===== config.mk =====
export PLATFORM = sky130hd
export DESIGN_NAME = clk_div_prog
export DESIGN_NICKNAME = d
export VERILOG_FILES = /design/src/rtl/clk_div_pkg.sv /design/src/rtl/clk_div_cfg_reg.sv /design/src/rtl/clk_div_prog.sv
export SDC_FILE = /design/constraint.sdc
export NUM_CORES = 1
export LEC_CHECK = 0
export ABC_AREA = 1
export ABC_CLOCK_PERIOD_IN_PS = 8200
export CAP_MARGIN = 15
export CORE_ASPECT_RATIO = 1.1
export CORE_MARGIN = 8
export CORE_UTILIZATION = 50
export CTS_CLUSTER_SIZE = 16
export DETAILED_ROUTE_END_ITERATION = 10
export HOLD_SLACK_MARGIN = 0.06
export PLACE_DENSITY = 0.73
export SLEW_MARGIN = 30
export SYNTH_ARGS = -nofsm -noshare
export SYNTH_HDL_FRONTEND = slang
export SYNTH_SLANG_ARGS = --single-unit

===== constraint.sdc =====
create_clock -name clk -period 8.2 [get_ports clk]
set_input_delay 1.64 -clock clk [delete_from_list [all_inputs] [get_ports clk]]
set_output_delay 1.64 -clock clk [all_outputs]
set_load 0.03 [all_outputs]

===== src/rtl/clk_div_pkg.sv =====
`default_nettype none
// ============================================================================
//  Module      : clk_div_pkg
//  Description : Shared types, constants and helpers for the programmable
//                clock divider (clk_div_prog) and its bench.
//  Revision    : 1.0 - initial release
// ============================================================================
package clk_div_pkg;

    // Output behaviour of the divider
    typedef enum logic {
        CLK_MODE   = 1'b0,
        PULSE_MODE = 1'b1
    } div_mode_e;

    // Smallest divisor the counter supports; smaller requests are raised to it
    localparam logic [31:0] MIN_DIV = 32'd2;

    // Raise divisor requests of 0 and 1 to MIN_DIV; larger values pass through
    function automatic logic [31:0] clamp_div(input logic [31:0] div_val);
        return (div_val < MIN_DIV) ? MIN_DIV : div_val;
    endfunction

endpackage
`default_nettype wire


===== src/rtl/clk_div_cfg_reg.sv =====
`default_nettype none
// ============================================================================
//  Module      : clk_div_cfg_reg
//  Description : Holds the pending divisor and the active divisor/mode, and
//                swaps the pending value in only when the caller flags a
//                period boundary. Also exposes the values that will govern
//                the period starting on the current edge.
//  Revision    : 1.0 - initial release
// ============================================================================
module clk_div_cfg_reg
    import clk_div_pkg::*;
#(
    parameter int          CNT_W        = 8,
    parameter int unsigned DEFAULT_DIV  = 2,
    parameter bit          DEFAULT_MODE = 1'b0
) (
    input  logic             clk,
    input  logic             rst,        // asynchronous, active-low
    input  logic             apply,      // this edge is a period boundary
    input  logic             mode,
    input  logic             div_load,
    input  logic [CNT_W-1:0] div_val,
    output logic             div_busy,
    output logic [CNT_W-1:0] div_cur,
    output logic             mode_cur,
    output logic [CNT_W-1:0] div_nx,     // divisor in force after this edge
    output logic             mode_nx     // mode in force after this edge
);

    logic             r_pend;
    logic [CNT_W-1:0] r_pend_val;
    logic [CNT_W-1:0] r_div_cur;
    div_mode_e        r_mode_cur;
    logic [CNT_W-1:0] w_div_clamped;

    assign w_div_clamped = CNT_W'(clamp_div(32'(div_val)));

    // A boundary adopts the pending divisor (if any) and the requested mode
    assign div_nx   = (apply && r_pend) ? r_pend_val : r_div_cur;
    assign mode_nx  = apply ? mode : r_mode_cur;

    assign div_busy = r_pend;
    assign div_cur  = r_div_cur;
    assign mode_cur = r_mode_cur;

    // Pending capture and boundary apply; a load on a boundary edge stays pending
    always_ff @(posedge clk or negedge rst) begin
        if (!rst) begin
            r_pend     <= 1'b0;
            r_pend_val <= CNT_W'(DEFAULT_DIV);
            r_div_cur  <= CNT_W'(DEFAULT_DIV);
            r_mode_cur <= div_mode_e'(DEFAULT_MODE);
        end else begin
            if (apply) begin
                r_div_cur  <= div_nx;
                r_mode_cur <= div_mode_e'(mode_nx);
            end
            if (div_load) begin
                r_pend     <= 1'b1;
                r_pend_val <= w_div_clamped;
            end else if (apply) begin
                r_pend     <= 1'b0;
            end
        end
    end

endmodule
`default_nettype wire


===== src/rtl/clk_div_prog.sv =====
`default_nettype none
// ============================================================================
//  Module      : clk_div_prog
//  Description : Runtime-programmable clock divider. Produces a square
//                divided clock or a one-cycle period pulse, plus a per-period
//                tick. Divisor and mode changes land only on period
//                boundaries so the output never glitches.
//  Revision    : 1.0 - initial release
// ============================================================================
module clk_div_prog
    import clk_div_pkg::*;
#(
    parameter int          CNT_W        = 8,
    parameter int unsigned DEFAULT_DIV  = 2,
    parameter bit          DEFAULT_MODE = 1'b0
) (
    input  logic             clk,
    input  logic             rst,        // asynchronous, active-low
    input  logic             en,
    input  logic             mode,
    input  logic             div_load,
    input  logic [CNT_W-1:0] div_val,
    output logic             div_busy,
    output logic [CNT_W-1:0] div_cur,
    output logic             clk_d,
    output logic             tick
);

    logic             r_running;
    logic [CNT_W-1:0] r_cnt;
    logic             r_clk_d;
    logic             r_tick;

    logic             w_wrap;
    logic             w_apply;
    logic [CNT_W-1:0] w_cnt_nx;
    logic [CNT_W-1:0] w_div_nx;
    logic             w_mode_nx;
    logic             w_mode_cur;
    logic [CNT_W:0]   w_high_len;
    logic             w_clk_d_nx;
    logic             w_tick_nx;

    // Last count of the period; the edge leaving it starts a new period
    assign w_wrap  = r_running && (r_cnt == (div_cur - 1'b1));

    // Idle, start and wrap edges all let new configuration take effect
    assign w_apply = !en || !r_running || w_wrap;

    clk_div_cfg_reg #(
        .CNT_W        (CNT_W),
        .DEFAULT_DIV  (DEFAULT_DIV),
        .DEFAULT_MODE (DEFAULT_MODE)
    ) u_cfg (
        .clk      (clk),
        .rst      (rst),
        .apply    (w_apply),
        .mode     (mode),
        .div_load (div_load),
        .div_val  (div_val),
        .div_busy (div_busy),
        .div_cur  (div_cur),
        .mode_cur (w_mode_cur),
        .div_nx   (w_div_nx),
        .mode_nx  (w_mode_nx)
    );

    // Next count: held at zero when idle or starting, otherwise wraps at div_cur
    always_comb begin
        w_cnt_nx = '0;
        if (en && r_running && !w_wrap) begin
            w_cnt_nx = r_cnt + 1'b1;
        end
    end

    // Square wave stays high for ceil(N/2) counts; extra bit avoids overflow at max N
    assign w_high_len = ({1'b0, w_div_nx} + 1'b1) >> 1;
    assign w_clk_d_nx = en && ((div_mode_e'(w_mode_nx) == PULSE_MODE)
                               ? (w_cnt_nx == '0)
                               : ({1'b0, w_cnt_nx} < w_high_len));
    assign w_tick_nx  = en && (w_cnt_nx == '0);

    // Period counter, run flag and registered outputs
    always_ff @(posedge clk or negedge rst) begin
        if (!rst) begin
            r_running <= 1'b0;
            r_cnt     <= '0;
            r_clk_d   <= 1'b0;
            r_tick    <= 1'b0;
        end else begin
            r_running <= en;
            r_cnt     <= w_cnt_nx;
            r_clk_d   <= w_clk_d_nx;
            r_tick    <= w_tick_nx;
        end
    end

    assign clk_d = r_clk_d;
    assign tick  = r_tick;

    // Active mode is only observed through the next-mode path
    logic w_unused;
    assign w_unused = w_mode_cur;

endmodule
`default_nettype wire


Word level (Yosys, flattened, before mapping)
Cells that the tools add are included.
{"block": "totals", "wordCells": 34, "n_memories": 0, "rom_bits": 0, "latchBits": 0, "mem_bits_rw": 0, "register_bits": 29}
{"block": "op_classes", "n_reduce_logical": 13, "n_mux": 7, "n_shift": 0, "n_bitwise": 0, "multipliers": 0, "n_lt_le_gt_ge": 2, "n_addsub": 3, "n_div": 0, "eq_ne": 1}
{"operator": "2-to-1 mux 8 bit", "n": 3}
{"operator": "adder 8 x 1 -> 9 bit, second input constant", "n": 1}
{"operator": "adder 8 x 1 -> 8 bit, second input constant", "n": 1}
{"operator": "== test 8 bit", "n": 1}
{"operator": "logical NOT 8 bit", "n": 1}
{"operator": "less-than comparator 8 x 2 -> 1 bit, second input constant", "n": 1}
{"operator": "less-than comparator 8 bit", "n": 1}
{"operator": "subtractor 8 x 1 -> 8 bit, second input constant", "n": 1}
{"operator": "logical AND 1 bit", "n": 6}
{"operator": "2-to-1 mux 1 bit", "n": 4}
{"operator": "logical NOT 1 bit", "n": 3}
{"operator": "logical OR 1 bit", "n": 2}
{"operator": "nonzero test 2 bit", "n": 1}

Longest topological paths before layout
Gate-level depths: netlist of run 1.
{"block": "logic_depth", "word_depth": 10, "mapped_depth": 28}

By module
A second synthesis of run 1 with hierarchy kept.
{"block": "hier_totals", "hier_cells": 262, "area_unflattened_um2": 1993.2}
{"mod": "clk_div_prog", "area_per_inst_um2": 1132.3, "cells_per_inst": 177, "seq_area_each_um2": 275.3, "n_inst": 1}
{"mod": "clk_div_cfg_reg", "area_per_inst_um2": 860.8, "cells_per_inst": 85, "seq_area_each_um2": 452.9, "n_inst": 1}

Worst setup path before layout of run 1
No wires, ideal clock.
{"block": "synth_timing", "kind": "input -> register", "start": "input en", "end": "register r_clk_d, in the netlist clk_d", "n_path_buf": 1, "arrival_ps": 3334, "path_slack_ps": 4750, "required_time_ps": 8084, "path_stages": 19, "cell_sequence": "nand2_1 > inv_1 > nand2_4 > nand2_2 > buf_6 > o21ai_4 > inv_2 > ha_1 > inv_1 > nor2_4 > xor2_1 > ha_1 > nand2_1 > inv_1 > nand2_1 > nand2_1 > nand2_1 > nand2_1 > nand2_1"}
{"block": "synth_via", "elab_chain_len": 9, "elab_cells_between_ends": 14}
{"item": "start, declared", "line": "clk_div_prog.sv:19", "text": "input logic en,"}
{"item": "logical NOT 1 bit", "line": "clk_div_prog.sv:48", "text": "assign w_apply = !en || !r_running || w_wrap;"}
{"item": "logical OR 1 bit (2 in series)", "line": "clk_div_prog.sv:48"}
{"item": "logical AND 1 bit", "line": "clk_div_cfg_reg.sv:39", "text": "assign div_nx = (apply && r_pend) ? r_pend_val : r_div_cur;"}
{"item": "2-to-1 mux 8 bit", "line": "clk_div_cfg_reg.sv:39"}
{"item": "via u_cfg.div_nx[0]", "line": "clk_div_cfg_reg.sv:26", "text": "output logic [CNT_W-1:0] div_nx,"}
{"item": "adder 8 x 1 -> 9 bit", "line": "clk_div_prog.sv:77", "text": "assign w_high_len = ({1'b0, w_div_nx} + 1'b1) >> 1;"}
{"item": "less-than comparator 8 bit", "line": "clk_div_prog.sv:80", "text": ": ({1'b0, w_cnt_nx} < w_high_len));"}
{"item": "2-to-1 mux 1 bit", "line": "clk_div_prog.sv:79", "text": "? (w_cnt_nx == '0)"}
{"item": "logical AND 1 bit", "line": "clk_div_prog.sv:78", "text": "assign w_clk_d_nx = en && ((div_mode_e'(w_mode_nx) == PULSE_MODE)"}
{"item": "via w_clk_d_nx", "line": "clk_div_prog.sv:41", "text": "logic w_clk_d_nx;"}
{"item": "end signal, assigned", "line": "clk_div_prog.sv:93", "text": "r_clk_d <= w_clk_d_nx;"}
{"item": "end, declared", "line": "clk_div_prog.sv:31", "text": "logic r_clk_d;"}
The timed path passes the listed nets, and every way through them passes these cells.
A chain may end at the register's enable or synchronous reset.

Worst setup path in the final report of run 1
Ends and elaborated chain as after synthesis.

==> results of run 1 <==
==> power by group <==
part,total (mW),internal (mW),switching [mW]
logic,0.138,0.0532,0.0852
clock network,0.155,0.0990,0.0559
registers,0.172,0.156,0.0161
==> how the worst max path moves through the flow <==
stage	startpoint	endpoint	slack [ps]	depth (start not counted)
floorplan	en	clk_d$_DFF_PN0_	4750	19
global placement	en	clk_d$_DFF_PN0_	3850	20
detailed placement	en	clk_d$_DFF_PN0_	3820	20
CTS	en	clk_d$_DFF_PN0_	4100	20
global route	en	clk_d$_DFF_PN0_	3860	20
finish	en	clk_d$_DFF_PN0_	4080	19
==> cell families (layout without fill, tap and decap cells) <==
logic type	Yosys count	count (layout)	share of synthesized area, %
flops	29	29	36.2
compound gates	10	10	3.04
simple gates	162	162	39.8
xor+xnor	12	12	5.22
fa+ha+maj	10	10	6.22
buf+inv	41	68	9.57
==> per-layer routing <==
metal  routed length, µm  GRT usage, %  up-vias
li1                    -             -      868
met3                 198          3.35       13
met5                   0             0        -
met4                 133          8.65        0
met2                2160          28.2       42
met1                1870          15.9      757
==> cell type report <==
type	count	area, µm²
Fill cell	371	1530
Multi-Input combinational cell	194	1090
Sequential cell	29	728
Timing Repair Buffer	24	238
Inverter	36	135
Clock buffer	7	86.3
Tap cell	52	65.1
Clock inverter	1	30.0
==> sequential cells by signal, indices dropped and copies added, names as in the netlist <==
name              flops
u_cfg.div_busy        1
tick                  1
u_cfg.r_pend_val      8
u_cfg.div_cur         8
r_running             1
r_cnt                 8
clk_d                 1
u_cfg.mode_cur        1
==> worst max-delay path: cells and delay by family <==
family                     cells  cell delay [ps]
adders and majority gates      2              540
and+or+nand+nor               10              910
AOI/OAI and AO/OA              1              270
xor gates and xnor gates       1              150
buffers and inverters          5              780
==> placed cells by master (no fill, tap or decap), drive strengths merged, types with 2 or more instances in the layout <==
cell type	netlist	final
inv	36	36
ha	10	10
nand3	22	22
nor3	3	3
dfstp	2	2
xor2	7	7
clkbuf	1	7
a21oi	3	3
nor2	26	26
nand2	103	103
nand4	5	5
xnor2	5	5
clkdlybuf4s50	0	23
o21ai	7	7
dfrtp	27	27
==> impl.org, run 1 <==
** Clock network
- The clock tree synthesis step divided the H-tree into 2 levels.
- CTS tree :: yes
- Post-CTS setup buffer count :: 0
- Buffers inserted to repair hold after CTS numbered 0.
- Clock Latency Late Sink :: between 200 and 300 ps
- Buffer cell driving the clock tree root :: clkbuf_8
- Clk buf depth :: 2
- Clock-pin slew of the registers on the worst-case setup and hold paths :: 70 ps
- Number of sinks driven by the clock tree :: 29
- Clock buffer count from CTS :: 5
- Gates resized during post-CTS repair numbered 0.

** Synth
- The share of synthesized area in the top cell type comes to approximately a third.
- Ranking of synthesized cells by area :: dfrtp_1, nand2_1, ha_1
- Cell count after synthesis :: 264
- Synthesis produced a netlist with a net count of ~290.
- During synthesis, Yosys emitted a total of 0 warnings.
- For this run, the leading register cell type out of synthesis is dfrtp_1.
- Dominant cell type by area after synthesis :: dfrtp_1
- Of all flip-flops after synthesis, the portion carrying an async set or reset was 100%.
- Synthesized area per cell :: 7.63 µm²
- Summing every instance area after synthesis gives between 2000 and 2500 µm².
- Synthesized flop and latch total :: 29
- In this run, synthesis inferred 0 flip-flops with an integrated enable.
- Sequential element share of the synthesized area :: 36.2%
- Number of distinct library cells after synthesis :: 29
- Cell with the most instances after synthesis :: nand2_1
- Cell types with the highest counts after synthesis :: nand2_1, inv_1, dfrtp_1

** GRT
- Grt total ovfl :: 0
- The number of antenna violations at the first check in global routing came to 0.
- Global routing used 15.2% of the available tracks.
- Number of global-route vias before repair :: approximately 1700
- Maximum number of pins on one net before global-route repair :: 30
- The first global-routing pass estimated 7600 µm of wire.

** Pwr
- Power density over the cells :: 196 nW/µm²
- The design draws 466 µW.
- IR drop worst, VDD :: 0.135 mV
- The analysis attributes to cell leakage a power of approximately 1.2 nW.

** Critical path
- The endpoint identified for the worst register-to-register timing path is clk_d$_DFF_PN0_.
- Counting cells, the worst reg-to-reg path comes to 23.
- Crit end category :: flop
- On the critical path, the stage with the largest delay is an instance of clkdlybuf4s50_1.
- Largest fanout on the critical path :: 20
- The most numerous cell type found on the critical path is nand2_1.
- The startpoint identified for the worst register-to-register timing path is u_cfg.div_cur[1]$_DFFE_PN1P_.
- On the worst path, the slowest cell contributes a delay of 470 ps.
- Critical path class :: primary input to flop
- The signal on the critical path passes through clkdlybuf4s50_1, nand2_1, inv_1, nand2_4, nand2_2, o21ai_4, inv_2, ha_1, inv_1, nor2_4, xor2_1, ha_1, nand2_1, inv_1, nand2_1, nand2_1, nand2_1, nand2_1, nand2_1.
- Reg-to-reg slack, setup :: 4600 ps
- At the worst endpoint, the required time is approximately 8400 ps.
- The worst setup path is launched from a primary input.
- Data arrives at the worst endpoint at 4300 ps.

** Placed design
- Placed cell areas :: 2260 µm²
- Post-Place Setup Slack :: ~3800 ps
- Input/output buffers :: 23
- Global placer's final weighted congestion :: 0.882
- Total instance count after detailed placement :: 335
- After legalization and detailed placement, the total HPWL measured 3500 µm.

** STA
- The number of endpoints with negative hold slack in the final report was 0.
- After routing, the total negative slack on setup checks comes to 0 ps.
- Setup repair after global routing left no endpoint under its margin.
- Slew @ Worst Pin :: 415 ps
- Number of max-slew violations in the final report :: 0
- The worst path meets setup with roughly 4100 ps of slack.
- Worst hold slack :: 478 ps
- Final setup violation count :: 0
- Max-slew headroom at the worst pin :: 72.3%
- Clock skew on the completed layout was measured at ~7.2 ps.
- Final critical path time including I/O delays and setup :: between 4000 and 5000 ps
- Maximum clock frequency :: between 200 and 250 MHz
- Post-route fraction of the period consumed by the critical path :: 50.3%

** Routing
- Number of routed nets with antenna violations :: 0
- Routed WL :: about 4400 µm
- After the first detailed-routing iteration, the DRC count stood at between 70 and 80.
- The first TritonRoute pass finished after 4 iterations.
- In the routed design, unresolved DRC markers number 0.
- Vias per cell :: between 4 and 5
- Average detailed-routed wire length per instance :: 12.7 µm
- Total via count in the routed design :: between 1500 and 2000

** Run status
- Status :: finished, final reports clean

** Min path
- Terminating pin of the worst hold path :: u_cfg.r_pend_val[6]$_DFFE_PN0P_
- The worst hold path passes through 2 cells.
- Worst Hold Launch :: u_cfg.r_pend_val[6]$_DFFE_PN0P_
- The tightest min-delay check is of the flop to flop type.

** Floorplan
- Area of the core :: 3900 µm²
- Number of standard-cell rows in the floorplan :: 24
- From bottom edge to top edge, the die measures 82.6 µm.
- I/O Pins :: 24
- Once the floorplan was initialized, standard cells occupied 51.6% of the core.
- The floorplan step set the die width to ~77 µm.
- The die covers 6320 µm².

** Cells and area
- Leaving out filler cells and counting taps, the final layout contains 343.
- Net count, final :: approximately 310
- 0 antenna diodes ended up in the layout.
- Once layout is complete, the utilization of the core stands at 60.8%.
- Once layout is done, the placed cells without fillers occupy 2370 µm².
- Relative to the synthesized area, the layout overhead comes to 18.0%.
- Cells with a size suffix above 1 make up between 15 and 20% of the layout.

** Flow run
- The tool flagged a number of max-cap violations equal to 0.
Note: power is estimated with default switching activity, not from simulation.
==> inputs of run 2 (changes only) <==
Settings changed: ABC_CLOCK_PERIOD_IN_PS 8200 to 3900.
Clock period 8.2 ns to 3.9 ns, I/O delays scaled along.
==> impl.org, run 2 (synthesis results as in run 1) <==
** Clock network
- Buffer cell driving the clock tree root :: clkbuf_8
- Post-CTS setup buffer count :: 0 (unchanged)
- The clock tree buffer depth is 2 (unchanged).
- The total clock sinks came to 29 (unchanged).
- Clock-pin slew of the registers on the worst-case setup and hold paths :: 70 ps (about the same)
- Clock H-tree levels :: 2 (unchanged)
- TritonCTS built the clock tree.
- The clock latency on the worst-skew pair is 290 ps (about the same).
- Clock buffer count from CTS :: 5 (unchanged)
- Post-CTS Hold Buffers :: 0 (unchanged)

** Cells and area
- The utilization after layout came to 61.5% (+0.67 points).
- In the layout the commonest cells are nand2_1, inv_1, dfrtp_1, clkdlybuf4s50_1.
- Share of cells above drive strength 1 :: 16.2% (+0.34 points)
- The number of nets in the layout came to 313 (unchanged).
- Area growth from synthesis to layout :: 19.3%
- The final cell count without fillers is 343 (unchanged).
- Antenna cells :: 0 (unchanged)
- Leading cell type in the layout, fill and taps excluded :: nand2_1

** Routing
- Routed WL :: 4360 µm (about the same)
- The routed length per placed instance came to 12.7 µm (about the same).
- The number of DRC violations after detailed-routing iteration 0 was 82 (+14%).
- Vias per cell :: 4.88 (-0.42%)
- The detailed-routing iteration count for the pre-antenna-repair pass is 4 (unchanged).
- The detailed-route via count was 1673 (-0.42%).
- The remaining number of nets flagged by the antenna check after routing is 0 (unchanged).
- The remaining design rule violation count came to 0 (unchanged).

** Critical path
- Data required, critical path :: 4090 ps (-4290 ps)
- The worst setup path is launched from a flop.
- Cell occurring most often along the worst timing path :: nand2_1
- Broken down by cell family, the worst path's largest delay share belongs to simple AND/OR/NAND/NOR gates.
- The data arrival time of the worst path was 3730 ps (-570 ps).
- The critical path goes through inv_1, ha_1, xnor2_1, nor2_1, nand3_1, nor2_1, nand3_2, nand2_8, nand2_2, o21ai_4, inv_2, ha_1, inv_1, nor2_4, xor2_1, ha_1, nand2_1, inv_1, nand2_1, nand2_1, nand2_1, nand2_1, nand2_1.
- Critical path class :: flop to flop
- Critical path buffers and inverters :: 4 (-1)
- The largest individual stage delay along the critical path comes from the cell dfstp_2.
- Crit end category :: flop
- Largest fanout on the critical path :: 20 (unchanged)
- Delay of the slowest cell on the worst path :: 560 ps (+90 ps)

** GRT
- The maximum number of pins on one net before global-route repair was 30 (unchanged).
- Grt total ovfl :: 0 (unchanged)
- Initial antenna violation count :: 0 (unchanged)
- All-layer global routing usage :: 15.3% (+0.10 points)
- The via count of the first global-routing pass came to 1678 (-2.4%).
- The first-pass GRT wire length is 7620 µm (+0.28%).

** Pwr
- IR drop worst, VDD :: 0.340 mV (+150%)
- Post-layout total power :: 1.03 mW (+120%)
- Power density over the cells :: 430 nW/µm² (+120%)
- Leakage power :: 1.23 nW (+0.93%)

** Min path
- In this run the worst hold path is classified as flop to flop.

** Floorplan
- The number of core rows was 24 (unchanged).
- Die height :: 82.6 µm (unchanged)
- The effective utilization at floorplan came to 51.6% (unchanged).
- The core area was 3900 µm² (unchanged).
- The die span in x is 76.5 µm (unchanged).
- The floorplan die area is 6320 µm² (unchanged).
- I/O Pins :: 24 (unchanged)

** Placed design
- The final HPWL from detailed placement came to 3450 µm (-1.3%).
- Total instance count after detailed placement :: 335 (unchanged)
- Input/output buffers :: 23 (unchanged)
- The final weighted congestion in routability-driven placement was 0.896 (+1.5%).

** STA
- The worst setup skew after layout is 5.55 ps (-1.62 ps).
- The transition time at the pin with the least slew margin is 446 ps (+31.3 ps).
- The number of endpoints with negative hold slack in the final report was 0 (unchanged).
- The final setup TNS came to 0 ps (unchanged).
- The routed design could run at a clock period as short as 3540 ps.
- The count of pins over their slew limit was 0 (unchanged).
- The count of endpoints failing setup in the final report was 0 (unchanged).
- Max-slew headroom at the worst pin :: 70.3% (-2.1 points)
- Post-route fraction of the period consumed by the critical path :: 90.9%
- Setup repair after global routing left no endpoint under its margin.
- For this run, the top clock speed supported by timing is ~280 MHz.

** Flow run
- The max-cap check violation count came to 0 (unchanged).

** Run status
- The flow ran to the end, and the final reports show no timing, DRC or antenna violations.
run 2: changes by cell type in the layout (fill, tap and decap cells not counted):
cell,change
bufinv_16,+1
nand2_4,-1
clkbuf_8,-1
nand2_8,+1
clkinv_2,+1
clkbuf_1,-1
run 2: metal layers:
| metal | global-route usage, % | up-vias | share of wire [%] |
|---|---|---|---|
| met4 | 7.69 | 0 | 2.2 |
| li1 | - | 873 | - |
| met3 | 3.79 | 9 | 3.1 |
| met5 | 0 | - | 0 |
| met2 | 28.3 | 23 | 50 |
| met1 | 16.2 | 768 | 45 |
run 2: layout make-up:
cell class / instances / area (µm²)
clock buffers: 5 / 68.8
clock inverters: 3 / 65.1
fillers: 365 / 1500
inverters: 36 / 135
multi-input cells: 194 / 1100
flip-flops and latches: 29 / 728
well taps: 52 / 65.1
repair buffers: 24 / 238
run 2: tightest hold or removal path, stage by stage, from the launching register on:
cell and delay (ps):
dfrtp_1 340, nand2_1 50, nand2_1 50
run 2: per-stage QoR:
step                      cell area [µm²]  hold WS (ps)  setup slack [ps]
after detailed placement             2260           465               311
after floorplan                      2010           442               755
final                                2400           478               357
after global routing                 2400           500              60.8
after CTS                            2390           482               294
after global placement               2260           461               382
run 2: final timing paths:
| check | from | end | slack [ps] | cells after the start |
|---|---|---|---|---|
| max | u_cfg.div_cur[1]$_DFFE_PN1P_ | clk_d$_DFF_PN0_ | 360 | 23 |
| min | u_cfg.r_pend_val[6]$_DFFE_PN0P_ | u_cfg.r_pend_val[6]$_DFFE_PN0P_ | 480 | 2 |
| max reg2reg | u_cfg.div_cur[1]$_DFFE_PN1P_ | clk_d$_DFF_PN0_ | 360 | 23 |
| min reg2reg | u_cfg.r_pend_val[6]$_DFFE_PN0P_ | u_cfg.r_pend_val[6]$_DFFE_PN0P_ | 480 | 2 |
| max in group asynchronous | rst | u_cfg.r_pend_val[1]$_DFFE_PN1P_ | 2700 | 2 |
| min in group asynchronous | rst | r_cnt[6]$_DFF_PN0_ | 890 | 2 |
run 2: what timing repair did:
action                                  CTS  global route
hold endpoints to repair                  0             0
gates resized for setup                   0             1
endpoints found under the setup margin    0             1
run 2: power breakdown:
group          switching (mW)  internal, mW
clock                   0.125         0.254
sequential             0.0329         0.329
combinational           0.181         0.113
